File: src/rtl/pellet_pkg.sv
// Shared constants, FSM state type and power-pellet map for the pellet scanner.
// PELLET_POWER_EN enables the four corner power pellets.
package pellet_pkg;

    localparam int COLS         = 16;
    localparam int ROWS         = 12;
    localparam int NUM_DOTS     = COLS * ROWS;
    localparam int IDX_W        = $clog2(NUM_DOTS);
    localparam int COORD_W      = 10;

    localparam int DOT_POINTS   = 10;
    localparam int POWER_POINTS = 50;

    typedef enum logic [1:0] {
        IDLE  = 2'd0,
        SCAN  = 2'd1,
        CLEAR = 2'd2
    } state_e;

    // Corner pellets are the power pellets.
    function automatic logic is_power(input logic [IDX_W-1:0] idx);
        return (idx == IDX_W'(0))
            || (idx == IDX_W'(COLS - 1))
            || (idx == IDX_W'((ROWS - 1) * COLS))
            || (idx == IDX_W'(NUM_DOTS - 1));
    endfunction

endpackage

File: src/rtl/pellet_scan_ctrl_if.sv
// Game-logic / renderer side of the pellet scanner.
// master = frame timing, Pac-Man position and renderer queries; slave = scanner.
interface pellet_scan_ctrl_if;
    import pellet_pkg::*;

    logic                 frame_start;
    logic                 level_reset;
    logic [COORD_W-1:0]   pacX;
    logic [COORD_W-1:0]   pacY;
    logic [IDX_W-1:0]     q_index;
    logic                 q_eaten;
    logic                 busy;
    logic                 eat_pulse;
    logic [IDX_W-1:0]     eat_index;
    logic                 power_pulse;
    logic [15:0]          score;
    logic [IDX_W:0]       dots_left;
    logic                 level_clear;

    modport master (
        output frame_start, level_reset, pacX, pacY, q_index,
        input  q_eaten, busy, eat_pulse, eat_index, power_pulse,
               score, dots_left, level_clear
    );

    modport slave (
        input  frame_start, level_reset, pacX, pacY, q_index,
        output q_eaten, busy, eat_pulse, eat_index, power_pulse,
               score, dots_left, level_clear
    );

endinterface

File: src/rtl/pellet_hit_cmp.sv
// Combinational collision window: |dot - pac| <= HIT_R on both axes.
// Differences are taken in 11-bit signed so a small pac coordinate cannot wrap.
module pellet_hit_cmp
    import pellet_pkg::*;
#(
    parameter int HIT_R = 6
) (
    input  logic [COORD_W-1:0] dot_x_i,
    input  logic [COORD_W-1:0] dot_y_i,
    input  logic [COORD_W-1:0] pac_x_i,
    input  logic [COORD_W-1:0] pac_y_i,
    output logic               hit_o
);

    localparam logic signed [COORD_W:0] R = (COORD_W+1)'(HIT_R);

    logic signed [COORD_W:0] dx, dy, adx, ady;

    assign dx  = $signed({1'b0, dot_x_i}) - $signed({1'b0, pac_x_i});
    assign dy  = $signed({1'b0, dot_y_i}) - $signed({1'b0, pac_y_i});
    assign adx = dx[COORD_W] ? -dx : dx;
    assign ady = dy[COORD_W] ? -dy : dy;

    assign hit_o = (adx <= R) && (ady <= R);

endmodule

File: src/rtl/pellet_scan_ctrl.sv
// Per-frame pellet scanner: walks every pellet once per frame through one
// shared collision comparator, owns the eaten bits, score, dots left and
// level-clear status, and answers registered renderer lookups.
// Optional: PELLET_POWER_EN makes the four corner pellets power pellets.
module pellet_scan_ctrl
    import pellet_pkg::*;
#(
    parameter int X0    = 40,
    parameter int Y0    = 40,
    parameter int PITCH = 32,
    parameter int HIT_R = 6
) (
    input  logic               Clk,
    input  logic               Reset,
    pellet_scan_ctrl_if.slave  bus
);

    localparam int COL_W = $clog2(COLS);

    state_e               state_q, state_d;
    logic                 latch, step, clr;

    logic [COORD_W-1:0]   pac_x_q, pac_y_q;
    logic [COORD_W-1:0]   dot_x_q, dot_y_q;
    logic [COL_W-1:0]     col_q;
    logic [IDX_W-1:0]     idx_q;

    logic [NUM_DOTS-1:0]  eaten_q;
    logic [15:0]          score_q, score_d;
    logic [IDX_W:0]       dots_q;
    logic                 lc_q;
    logic                 eat_pulse_q;
    logic [IDX_W-1:0]     eat_index_q;
    logic                 q_eaten_q;

    logic                 hit, eat, pwr;
    logic [15:0]          pts;
    logic [16:0]          sum;

    pellet_hit_cmp #(.HIT_R(HIT_R)) u_cmp (
        .dot_x_i (dot_x_q),
        .dot_y_i (dot_y_q),
        .pac_x_i (pac_x_q),
        .pac_y_i (pac_y_q),
        .hit_o   (hit)
    );

    // A hit only counts on the first visit; level_reset already forced CLEAR.
    assign eat = step && hit && !eaten_q[idx_q];

`ifdef PELLET_POWER_EN
    assign pwr = is_power(idx_q);
`else
    assign pwr = 1'b0;
`endif
    assign pts     = pwr ? 16'(POWER_POINTS) : 16'(DOT_POINTS);
    assign sum     = {1'b0, score_q} + {1'b0, pts};
    assign score_d = sum[16] ? 16'hFFFF : sum[15:0];

    // State register.
    always_ff @(posedge Clk) begin
        if (Reset) state_q <= IDLE;
        else       state_q <= state_d;
    end

    // Next state and per-cycle control strobes; level_reset wins everywhere.
    always_comb begin
        state_d = state_q;
        latch   = 1'b0;
        step    = 1'b0;
        clr     = 1'b0;
        case (state_q)
            IDLE: begin
                if (bus.level_reset) begin
                    state_d = CLEAR;
                end else if (bus.frame_start) begin
                    latch   = 1'b1;
                    state_d = SCAN;
                end
            end
            SCAN: begin
                if (bus.level_reset) begin
                    state_d = CLEAR;
                end else begin
                    step = 1'b1;
                    if (idx_q == IDX_W'(NUM_DOTS - 1)) state_d = IDLE;
                end
            end
            CLEAR: begin
                clr     = 1'b1;
                state_d = bus.level_reset ? CLEAR : IDLE;
            end
            default: state_d = IDLE;
        endcase
    end

    // Scan position: index plus column counter and incrementally stepped pixel coords.
    always_ff @(posedge Clk) begin
        if (Reset) begin
            pac_x_q <= '0;
            pac_y_q <= '0;
            dot_x_q <= COORD_W'(X0);
            dot_y_q <= COORD_W'(Y0);
            col_q   <= '0;
            idx_q   <= '0;
        end else if (latch) begin
            pac_x_q <= bus.pacX;
            pac_y_q <= bus.pacY;
            dot_x_q <= COORD_W'(X0);
            dot_y_q <= COORD_W'(Y0);
            col_q   <= '0;
            idx_q   <= '0;
        end else if (step) begin
            idx_q <= idx_q + 1'b1;
            if (col_q == COL_W'(COLS - 1)) begin
                col_q   <= '0;
                dot_x_q <= COORD_W'(X0);
                dot_y_q <= dot_y_q + COORD_W'(PITCH);
            end else begin
                col_q   <= col_q + 1'b1;
                dot_x_q <= dot_x_q + COORD_W'(PITCH);
            end
        end
    end

    // Pellet state, score and status; an eat is reported the cycle after evaluation.
    always_ff @(posedge Clk) begin
        if (Reset) begin
            eaten_q     <= '0;
            score_q     <= '0;
            dots_q      <= (IDX_W+1)'(NUM_DOTS);
            lc_q        <= 1'b0;
            eat_pulse_q <= 1'b0;
            eat_index_q <= '0;
        end else begin
            eat_pulse_q <= 1'b0;
            if (clr) begin
                eaten_q <= '0;
                dots_q  <= (IDX_W+1)'(NUM_DOTS);
                lc_q    <= 1'b0;
            end else if (eat) begin
                eaten_q[idx_q] <= 1'b1;
                eat_pulse_q    <= 1'b1;
                eat_index_q    <= idx_q;
                dots_q         <= dots_q - 1'b1;
                score_q        <= score_d;
                if (dots_q == (IDX_W+1)'(1)) lc_q <= 1'b1;
            end
        end
    end

`ifdef PELLET_POWER_EN
    logic power_pulse_q;

    // Power flag rides alongside the eat pulse.
    always_ff @(posedge Clk) begin
        if (Reset)    power_pulse_q <= 1'b0;
        else          power_pulse_q <= eat && !clr && pwr;
    end
    assign bus.power_pulse = power_pulse_q;
`else
    assign bus.power_pulse = 1'b0;
`endif

    // Renderer lookup, independent of the scan; out-of-range reads as eaten.
    always_ff @(posedge Clk) begin
        if (Reset)
            q_eaten_q <= 1'b0;
        else if (bus.q_index >= IDX_W'(NUM_DOTS))
            q_eaten_q <= 1'b1;
        else
            q_eaten_q <= eaten_q[bus.q_index];
    end

    assign bus.q_eaten     = q_eaten_q;
    assign bus.busy        = (state_q == SCAN) || (state_q == CLEAR);
    assign bus.eat_pulse   = eat_pulse_q;
    assign bus.eat_index   = eat_index_q;
    assign bus.score       = score_q;
    assign bus.dots_left   = dots_q;
    assign bus.level_clear = lc_q;

endmodule
File: src/flat_wrapper.sv
// flat-port wrapper written by rule: the top's interface ports become plain ports
module pellet_scan_ctrl_flat import pellet_pkg::*;
#(
    parameter int X0    = 40,
    parameter int Y0    = 40,
    parameter int PITCH = 32,
    parameter int HIT_R = 6
)
  (Clk, Reset, bus_frame_start, bus_level_reset, bus_pacX, bus_pacY, bus_q_index, bus_q_eaten, bus_busy, bus_eat_pulse, bus_eat_index, bus_power_pulse, bus_score, bus_dots_left, bus_level_clear);
  pellet_scan_ctrl_if bus_i ();
  input  logic Clk;
  input  logic Reset;
  input wire logic [$bits(bus_i.frame_start)-1:0] bus_frame_start;
  input wire logic [$bits(bus_i.level_reset)-1:0] bus_level_reset;
  input wire logic [$bits(bus_i.pacX)-1:0] bus_pacX;
  input wire logic [$bits(bus_i.pacY)-1:0] bus_pacY;
  input wire logic [$bits(bus_i.q_index)-1:0] bus_q_index;
  output wire logic [$bits(bus_i.q_eaten)-1:0] bus_q_eaten;
  output wire logic [$bits(bus_i.busy)-1:0] bus_busy;
  output wire logic [$bits(bus_i.eat_pulse)-1:0] bus_eat_pulse;
  output wire logic [$bits(bus_i.eat_index)-1:0] bus_eat_index;
  output wire logic [$bits(bus_i.power_pulse)-1:0] bus_power_pulse;
  output wire logic [$bits(bus_i.score)-1:0] bus_score;
  output wire logic [$bits(bus_i.dots_left)-1:0] bus_dots_left;
  output wire logic [$bits(bus_i.level_clear)-1:0] bus_level_clear;
  assign bus_i.frame_start = bus_frame_start;
  assign bus_i.level_reset = bus_level_reset;
  assign bus_i.pacX = bus_pacX;
  assign bus_i.pacY = bus_pacY;
  assign bus_i.q_index = bus_q_index;
  assign bus_q_eaten = bus_i.q_eaten;
  assign bus_busy = bus_i.busy;
  assign bus_eat_pulse = bus_i.eat_pulse;
  assign bus_eat_index = bus_i.eat_index;
  assign bus_power_pulse = bus_i.power_pulse;
  assign bus_score = bus_i.score;
  assign bus_dots_left = bus_i.dots_left;
  assign bus_level_clear = bus_i.level_clear;
  pellet_scan_ctrl #(.X0(X0), .Y0(Y0), .PITCH(PITCH), .HIT_R(HIT_R)) u_core (.Clk(Clk), .Reset(Reset), .bus(bus_i));
endmodule
File: config.mk
export PLATFORM = sky130hd
export DESIGN_NAME = pellet_scan_ctrl_flat
export DESIGN_NICKNAME = d
export VERILOG_FILES = /design/src/rtl/pellet_pkg.sv /design/src/rtl/pellet_scan_ctrl_if.sv /design/src/rtl/pellet_hit_cmp.sv /design/src/rtl/pellet_scan_ctrl.sv /design/src/flat_wrapper.sv
export SDC_FILE = /design/constraint.sdc
export NUM_CORES = 1
export LEC_CHECK = 0
export CELL_PAD_IN_SITES_DETAIL_PLACEMENT = 1
export CELL_PAD_IN_SITES_GLOBAL_PLACEMENT = 2
export CORE_MARGIN = 2
export CORE_UTILIZATION = 43
export CTS_BUF_LIST = sky130_fd_sc_hd__clkbuf_4
export DETAILED_ROUTE_END_ITERATION = 8
export PLACE_DENSITY_LB_ADDON = 0.3
export RECOVER_POWER = 100
export SETUP_SLACK_MARGIN = 0.02
export SYNTH_ARGS = -nofsm -noshare
export SYNTH_HDL_FRONTEND = slang
export SYNTH_HIERARCHICAL = 1
export SYNTH_SLANG_ARGS = --single-unit
File: constraint.sdc
create_clock -name Clk -period 9.05 [get_ports Clk]
set_clock_uncertainty 0.2 [all_clocks]
set_input_delay 2.2625 -clock Clk [delete_from_list [all_inputs] [get_ports Clk]]
set_output_delay 2.2625 -clock Clk [all_outputs]
set_load 0.01 [all_outputs]
# ---- Yosys cells after proc, flatten, opt, wreduce, memory -nomap -nowiden
# Cells that the tools add are included.
dict set report word_totals {
  register_bits 282
}
dict set report op_classes {
  order_cmp 6
  bitwise_logic 2
  eq_ne 7
  reduce_logical 13
  n_addsub 10
  muxes 25
}
# operator n
set op_table {}
lappend op_table {{OR 192 bit} 1}
lappend op_table {{less-or-equal comparator 11 x 4 -> 1 bit (second input constant)} 2}
lappend op_table {{2-to-1 mux 11 bit} 2}
lappend op_table {{negator 11 bit} 2}
lappend op_table {{subtractor 10 x 10 -> 11 bit} 2}
lappend op_table {{adder 10 x 6 -> 10 bit (second input constant)} 2}
lappend op_table {{< comparator 8 x 9 -> 1 bit (second input constant)} 2}
lappend op_table {{adder 16 x 4 -> 17 bit (second input constant)} 1}
lappend op_table {{binary-select mux 1 bit (select 8 bit)} 2}
lappend op_table {{2-to-1 mux 16 bit} 1}
lappend op_table {{2-to-1 mux 1 bit} 11}
lappend op_table {{2-to-1 mux 10 bit} 1}
lappend op_table {{2-to-1 mux 2 bit} 5}
lappend op_table {{equality test 9 x 1 -> 1 bit (second input constant)} 1}
lappend op_table {{subtractor 9 x 1 -> 9 bit (second input constant)} 1}
lappend op_table {{adder 8 x 1 -> 8 bit (second input constant)} 1}
lappend op_table {{demux 1 bit (select 8 bit)} 1}
lappend op_table {{equality test 8 bit (second input constant)} 1}
lappend op_table {{>= comparator 8 x 1 -> 1 bit (second input constant)} 1}
lappend op_table {{>= comparator 8 bit (second input constant)} 1}
lappend op_table {{AND reduction 2 bit} 4}
lappend op_table {{one-hot mux 2 bit (3 select lines)} 1}
lappend op_table {{adder 4 x 1 -> 4 bit (second input constant)} 1}
lappend op_table {{equality test 4 bit (second input constant)} 1}
lappend op_table {{other kinds (11)} 15}

# ---- Depth between registers and ports, before layout
# Gate-level depths: netlist (run 1).
dict set report depth {
  ltp_word 8
  mapped_depth 19
  depth_no_buf 17
}

# ---- Hierarchy
# The synthesis (run 1) kept the hierarchy.
# module cells_per_inst n_inst area_per_inst_um2
set modules_own_cells {}
lappend modules_own_cells {pellet_scan_ctrl 1344 1 13088.8}
lappend modules_own_cells {pellet_hit_cmp 216 1 1544.0}

# ---- Worst setup path before layout (run 1)
# No wires, ideal clock.
dict set report synth_timing {
  kind {input port to flip-flop}
  startpoint {input bus_q_index[0]}
  endpoint {register u_core.q_eaten_q (netlist: u_core/bus.q_eaten)}
  required_ps 8711
  slack_ps 3840
  setup_ps 139
  stages 7
  arrival_ps 4872
  n_path_buf 2
  cell_sequence {buf_1 > buf_2 > mux4_2 > mux4_2 > mux4_2 > a211oi_1 > a211oi_1}
}
dict set report synth_between {
  elab_chain_len 3
  word_cells_on_any_way 4
  classes_between {order compare (1); mux (3)}
}
# item line_no
set synth_rtl {}
lappend synth_rtl {{from (decl)} flat_wrapper.sv:17} ;# input wire logic [$bits(bus_i.q_index)-1:0] bus_q_index;
lappend synth_rtl {{binary-select mux 1 bit (select 8 bit)} pellet_scan_ctrl.sv:172} ;# q_eaten_q <= eaten_q[bus.q_index];
lappend synth_rtl {{2-to-1 mux 1 bit (implied by the code)} pellet_scan_ctrl.sv:172}
lappend synth_rtl {{2-to-1 mux 1 bit *} pellet_scan_ctrl.sv:169} ;# else if (bus.q_index >= IDX_W'(NUM_DOTS))
lappend synth_rtl {{to (signal assigned)} pellet_scan_ctrl.sv:172}
lappend synth_rtl {{to (decl)} pellet_scan_ctrl.sv:34} ;# logic q_eaten_q;
# Mark *: on every way between the ends. The rest lies on a longest branch, timed or not. The select of a mux whose other input is x is not followed.
# A chain may end at the register's enable or synchronous reset.

# ---- Worst setup path in the final report (run 1)
dict set report layout_timing {
  startpoint {register u_core.pac_y_q[0]}
  endpoint {register u_core.eaten_q[171]}
}
dict set report layout_between {
  elab_chain_len 7
}
# item line_no
set layout_rtl {}
lappend layout_rtl {{from (decl)} pellet_scan_ctrl.sv:23} ;# logic [COORD_W-1:0] pac_x_q, pac_y_q;
lappend layout_rtl {{from (signal assigned)} pellet_scan_ctrl.sv:108} ;# pac_y_q <= bus.pacY;
lappend layout_rtl {{subtractor 10 x 10 -> 11 bit *} pellet_hit_cmp.sv:20} ;# assign dy = $signed({1'b0, dot_y_i}) - $signed({1'b0, pac_y_i});
lappend layout_rtl {{negator 11 bit} pellet_hit_cmp.sv:22} ;# assign ady = dy[COORD_W] ? -dy : dy;
lappend layout_rtl {{2-to-1 mux 11 bit *} pellet_hit_cmp.sv:22}
lappend layout_rtl {{less-or-equal comparator 11 x 4 -> 1 bit *} pellet_hit_cmp.sv:24} ;# assign hit_o = (adx <= R) && (ady <= R);
lappend layout_rtl {{logical AND 1 bit *} pellet_hit_cmp.sv:24}
lappend layout_rtl {{named net u_core.hit} pellet_scan_ctrl.sv:36} ;# logic hit, eat, pwr;
lappend layout_rtl {{logical AND 1 bit * (2 in a row)} pellet_scan_ctrl.sv:49} ;# assign eat = step && hit && !eaten_q[idx_q];
lappend layout_rtl {{to (signal assigned)} pellet_scan_ctrl.sv:129} ;# eaten_q <= '0;
lappend layout_rtl {{to (signal assigned)} pellet_scan_ctrl.sv:138} ;# eaten_q <= '0;
lappend layout_rtl {{to (signal, indexed assignment)} pellet_scan_ctrl.sv:142} ;# eaten_q[idx_q] <= 1'b1;
lappend layout_rtl {{to (decl)} pellet_scan_ctrl.sv:28} ;# logic [NUM_DOTS-1:0] eaten_q;
# The timed path passes the listed nets; every way through them passes the cells marked *.

==> results of run 1 <==
[worst paths after layout]
path / to / from / slack [ns] / cells past startpoint
hold / removal: u_core/pac_x_q[1] / u_core/pac_x_q[1] / 0.26 / 2
hold reg to reg: u_core/pac_x_q[1] / u_core/pac_x_q[1] / 0.26 / 2
setup reg to reg: u_core/eaten_q[171] / u_core/pac_y_q[0] / 2.46 / 17
setup / recovery: u_core/eaten_q[171] / u_core/pac_y_q[0] / 2.46 / 17
[layer usage]
layer | share of wire | GRT usage | up-vias
met5 | 0 | 0 | -
met4 | 0.041 | 0.114 | 0
met3 | 0.072 | 0.0607 | 141
met2 | 0.46 | 0.425 | 435
met1 | 0.43 | 0.351 | 6345
li1 | - | - | 5832
[through the flow]
step                      setup WS [ns]  hold slack [ns]   util  cells
after floorplan                    3.84            0.223      -   1570
after global placement             3.37            0.245  0.462   1986
after detailed placement           3.30            0.254  0.462   1986
after CTS                          3.33            0.264  0.488   2105
after global routing               2.13            0.281  0.484   2106
final                              2.46            0.257  0.484   2106
[cells by family after synthesis]
kind of cell	count (synthesis)	synth area share
simple gates	565	0.176
compound gates	368	0.170
flops	273	0.373
buf+inv	155	0.0485
mux	132	0.182
fa+ha+maj	36	0.0318
xor+xnor	29	0.0174
other cells	2	0.000513
[cells in the mapped netlist, types with 13 or more instances]
| master | instances | share of area |
|---|---|---|
| mux4_2 | 107 | 0.16 |
| o21ai_0 | 80 | 0.027 |
| ha_1 | 34 | 0.029 |
| nor2_1 | 202 | 0.052 |
| nand2_1 | 194 | 0.050 |
| buf_2 | 22 | 0.0075 |
| xor2_1 | 16 | 0.0096 |
| clkbuf_1 | 69 | 0.018 |
| nor2b_1 | 16 | 0.0068 |
| xnor2_1 | 13 | 0.0078 |
| dfxtp_1 | 273 | 0.37 |
| a22o_1 | 54 | 0.032 |
| inv_1 | 41 | 0.011 |
| nand3_1 | 44 | 0.015 |
| mux2i_1 | 20 | 0.014 |
| a21oi_1 | 117 | 0.040 |
| nor3_1 | 21 | 0.0072 |
[layout by cell type, fill, tap and decap left out, types with 13 or more instances in the layout]
master,n
dlygate4sd3_1,38
nor3_1,25
dfxtp_1,271
a22o_1,54
nor2_1,201
clkdlybuf4s50_1,27
o21ai_0,89
inv_1,41
clkbuf_4,103
nor2b_1,16
mux2i_1,20
a21oi_1,117
xnor2_1,13
ha_1,34
nand3_1,45
nand2_1,194
xor2_1,16
mux4_2,107
[final cells by class]
| cell class | instances | area [um2] | share of cell area |
|---|---|---|---|
| Tap cell | 448 | 561 | 0.0345 |
| Inverter | 41 | 154 | 0.00947 |
| Clock inverter | 16 | 95.1 | 0.00585 |
| Multi-Input combinational cell | 1142 | 8430 | 0.519 |
| Sequential cell | 273 | 5470 | 0.337 |
| Timing Repair Buffer | 82 | 758 | 0.0467 |
| Clock buffer | 103 | 773 | 0.0476 |
| Antenna cell | 1 | 2.50 | 0.000154 |
[sequential cells by signal, summed over array words and instances, names as in the netlist]
signal / cells
u_core/state_q: 2
u_core/bus.q_eaten: 1
u_core/bus.level_clear: 1
u_core/dot_y_q: 5
u_core/dot_x_q: 6
u_core/bus.eat_index: 8
u_core/idx_q: 8
u_core/col_q: 4
u_core/bus.eat_pulse: 1
u_core/bus.dots_left: 9
u_core/bus.score: 16
u_core/eaten_q: 192
u_core/pac_y_q: 10
u_core/pac_x_q: 10
[power breakdown]
part	switching (mW)	total [mW]	leakage, nW	internal (mW)
logic	0.137	0.215	2.86	0.0781
clock network	0.541	1.09	0.519	0.548
registers	0.00499	1.21	2.20	1.21
[worst reg2reg max path, delay by kind of cell, from the launching register on]
kind                     cells  cell delay, ns
AND/OR/NAND/NOR              4            1.33
AO/OA/AOI/OAI                8            2.43
multiplexers                 1            0.38
flip-flops                   1            0.34
adder cells (fa/ha/maj)      2            0.60
buffers and inverters        2            1.22
==> results.yml, run 1 <==
run_status:
  status: "finished with violations"
  violations: "capacitance limit, slew limit"
setup_path:
  crit_type: "reg2reg"
  critPathCaptureType: "flop"
  path_cells: "ha_1, inv_1, fa_1, a21o_1, a21oi_1, mux2_1, nor2_1, nand4b_1, a211o_1, a221o_1, a22oi_1, nand2_1, a41o_1, a311oi_4, clkbuf_1, nand3_1, o21ai_0"
  path_buf_inv: 2
  cp_data_arrival_time_ns: 7.02
  cpMaxStageDelayCell: "clkbuf_1"
  max_stage_delay_ns: 1.16
  path_delay_family: "compound AO/OA/AOI/OAI gates"
  crit_required_ns: 9.48
  cp-start-kind: "flop"
  worst-path-max-fanout: 30
route:
  dr.pass1.iters: 5
  wl_per_cell_um: 22.5
  drtIter0Drc: 908
  drc: 0
  avgViaCountPerCell: 6.06
  postRouteAntennaNets: 0
  drt-total-wl_um: 47400
  num_vias: 12753
die:
  ios: 70
  rows: 67
  die_w_um: 188
  coreArea_mm2: 0.0335
  fp.dieH_um: 188
  die-area_mm2: 0.0355
  initial_core_util: 0.436
yosys:
  yosysWarnings: 6
  ys.flop_type: "dfxtp_1"
  ys_async_sr_fraction: 0
  ys_ff_latch: 273
  synth_cell_types: 88
  syn_avg_cell_area_um2: 9.38
  syn_area_mm2: 0.0146
  synth_enable_flop_cells: 0
  synthCells: 1560
  seq_area_frac_synth: 0.373
placed_design:
  placed_area_mm2: 0.0155
  gp_congestion: 0.884
  dp_hpwl_um: 31000
  io_buffers: 68
grt:
  grtUsageTotal: 0.268
  grt_overflow: 0
  antenna_found_initial: 1
  grt_pass1_vias: 12947
  grt_max_degree: 86
  grt_pass1_wl_um: 74000
layout:
  drive_gt1_frac: 0.158
  fill_cells: 3918
  nNetsFinal: 1687
  synthToLayoutAreaGrowth_pct: 11.0
  design_area_mm2: 0.0162
cts:
  post_cts_resized: 0
  path_clk_slew_ns: 0.06
  cts_max_path_buffers: 3
  postCtsHoldBufs: 0
  cts_setup_buffers: 0
  clock_latency_ns: 0.75
  cts_root_buffer: "clkbuf_4"
  cts.sinks: 273
  h-tree-depth: 3
  cts_tree: "built"
  cts_made_buffers: 79
sta:
  finalSetupViolations: 0
  fin_crit_sh: 0.728
  rsz0062_at_grt: "no"
  tns_ns: 0
  hold_viol_final: 0
  slew_headroom: -0.362
  slew_violations: 103
  clock.fmax_ghz: 0.152
  worst_pin_slew_ns: 2.03
  min_period_ns: 6.59
power_and_ir_drop:
  power_mw: 2.52
  powerDensity_mw_per_mm2: 155
  ir_drop_mv: 0.0955
  power_leakage_nw: 5.58
min_path:
  min_path_type: "reg2reg"
flow_run:
  max-cap-violations: 5
(Power assumes the default switching activity.)
==> run 2: changes to the inputs <==
Settings changed: CORE_UTILIZATION 43 to 36.
Clock period 9.05 ns to 5.8 ns, I/O delays scaled along.
==> run 2 against run 1 <==
The run still ends with capacitance limit, slew limit left. Highest routed layer is now met5. Register-to-register slack got worse by 1.9 ns. Worst setup slack got worse by 1.9 ns. Sequential cell count unchanged. Critical path type unchanged. Power increased by 64%. Global-route usage decreased by 3.1 points. Sequential power increased by 56%. Combinational power increased by 59%. Die area increased by 19%. Hold slack improved by 0.00054 ns.
==> results.yml, run 2 (same netlist as run 1, synthesis figures left out) <==
cts:
  cts_max_path_buffers: 3
  postCtsHoldBufs: 0
  cts_setup_buffers: 0
  cts.sinks: 273
  post_cts_resized: 0
  h-tree-depth: 3
  path_clk_slew_ns: 0.06
  cts_tree: "built"
  cts_root_buffer: "clkbuf_4"
  clock_latency_ns: 0.77
  cts_made_buffers: 82
setup_path:
  worst-path-max-fanout: 15
  crit_cells: 16
  crit_type: "reg2reg"
  max_stage_delay_ns: 0.55
  crit_required_ns: 6.25
  cp-start-kind: "flop"
  path_buf_inv: 1
  path_delay_family: "compound AO/OA/AOI/OAI gates"
  cpMaxStageDelayCell: "nand3_1"
  critPathCaptureType: "flop"
  path_cells: "ha_1, inv_1, fa_1, a21o_1, a21oi_1, mux2_4, nor2_1, nand4b_1, a211o_1, a221o_1, a22oi_1, nand2_1, a41o_1, a31oi_4, nand3_1, o21ai_0"
  cp_data_arrival_time_ns: 5.73
  rr_worst_depth: 16
power_and_ir_drop:
  powerDensity_mw_per_mm2: 248
  power_mw: 4.12
  power_leakage_nw: 5.76
  ir_drop_mv: 0.110
die:
  die_w_um: 206
  die-area_mm2: 0.0423
  fp.dieH_um: 206
  coreArea_mm2: 0.0399
  initial_core_util: 0.367
  ios: 70
  rows: 73
grt:
  grt_pass1_vias: 13102
  grt_pass1_wl_um: 76800
  antenna_found_initial: 2
  grt_max_degree: 64
  grt_overflow: 0
  grtUsageTotal: 0.237
flow_run:
  max-cap-violations: 2
route:
  drtIter0Drc: 771
  drt-total-wl_um: 49100
  avgViaCountPerCell: 5.71
  dr.pass1.iters: 7
  postRouteAntennaNets: 0
  drc: 0
  wl_per_cell_um: 22.1
  num_vias: 12702
run_status:
  status: "finished with violations"
  violations: "capacitance limit, slew limit"
layout:
  fill_cells: 4632
  final_common_cell: "dfxtp_1"
  regMostFlops: "u_core/eaten_q"
  largest_reg_flops: 192
  synthToLayoutAreaGrowth_pct: 13.7
  nNetsFinal: 1704
  layout_common_cells: "dfxtp_1, nor2_1, nand2_1"
  fin_util: 0.417
  design_area_mm2: 0.0166
  drive_gt1_frac: 0.171
min_path:
  holdPathStages: 2
  min_path_type: "reg2reg"
sta:
  tns_ns: 0
  worst_pin_slew_ns: 1.62
  slew_headroom: -0.0800
  rsz0062_at_grt: "no"
  slew_violations: 71
  worst_slack_ns: 0.517
  fin_crit_sh: 0.911
  clock.fmax_ghz: 0.189
  min_period_ns: 5.28
  finalSetupViolations: 0
  hold_viol_final: 0
placed_design:
  io_buffers: 68
  dp_hpwl_um: 34000
  placed_area_mm2: 0.0157
  gp_congestion: 0.827
  dp_slack_ns: 0.548
run 2: changes by cell type in the layout (fill, tap and decap cells not counted), sizes merged:
cell | previous run | this run
buf | 13 | 25
bufinv | 1 | 2
clkbuf | 107 | 121
clkinv | 10 | 25
clkinvlp | 2 | 0
inv | 44 | 45
run 2: worst min-delay path, cell delays in order (launching register included):
cell and delay (ns):
dfxtp_1 0.31, nand2_1 0.05, a21oi_1 0.05
run 2: per-stage QoR:
stage | instances | hold slack, ns
finish | 2224 | 0.258
global route | 2224 | 0.281
CTS | 2223 | 0.262
detailed placement | 2077 | 0.253
global placement | 2077 | 0.244
floorplan | 1570 | 0.223
run 2: report_power, final:
part	switching (mW)	total, mW	internal (mW)	leakage [nW]
sequential	0.00808	1.89	1.88	2.20
clock	0.883	1.88	1.00	0.618
combinational	0.216	0.342	0.126	2.94
total	1.11	4.12	3.01	5.76
run 2: layout make-up:
cell class	count	area, um2	share of cell area
multi-input combinational	1142	8450	0.508
sequential	273	5470	0.329
timing repair buffer	96	870	0.0523
clock buffer	115	863	0.0519
tap	525	657	0.0395
clock inverter	31	171	0.0103
inverter	41	154	0.00925
antenna	1	2.50	0.000150
run 2: final timing paths:
path | from | to | slack, ns
min | u_core/pac_y_q[2] | u_core/pac_y_q[2] | 0.26
max | u_core/pac_y_q[0] | u_core/eaten_q[7] | 0.52
max reg2reg | u_core/pac_y_q[0] | u_core/eaten_q[7] | 0.52
min reg2reg | u_core/pac_y_q[2] | u_core/pac_y_q[2] | 0.26
run 2: layer usage:
layer	track usage	up-vias	part of all wire
li1	-	5879	-
met1	0.300	6288	0.43
met2	0.382	405	0.46
met3	0.0557	128	0.069
met4	0.109	2	0.040
met5	0	-	0.00037
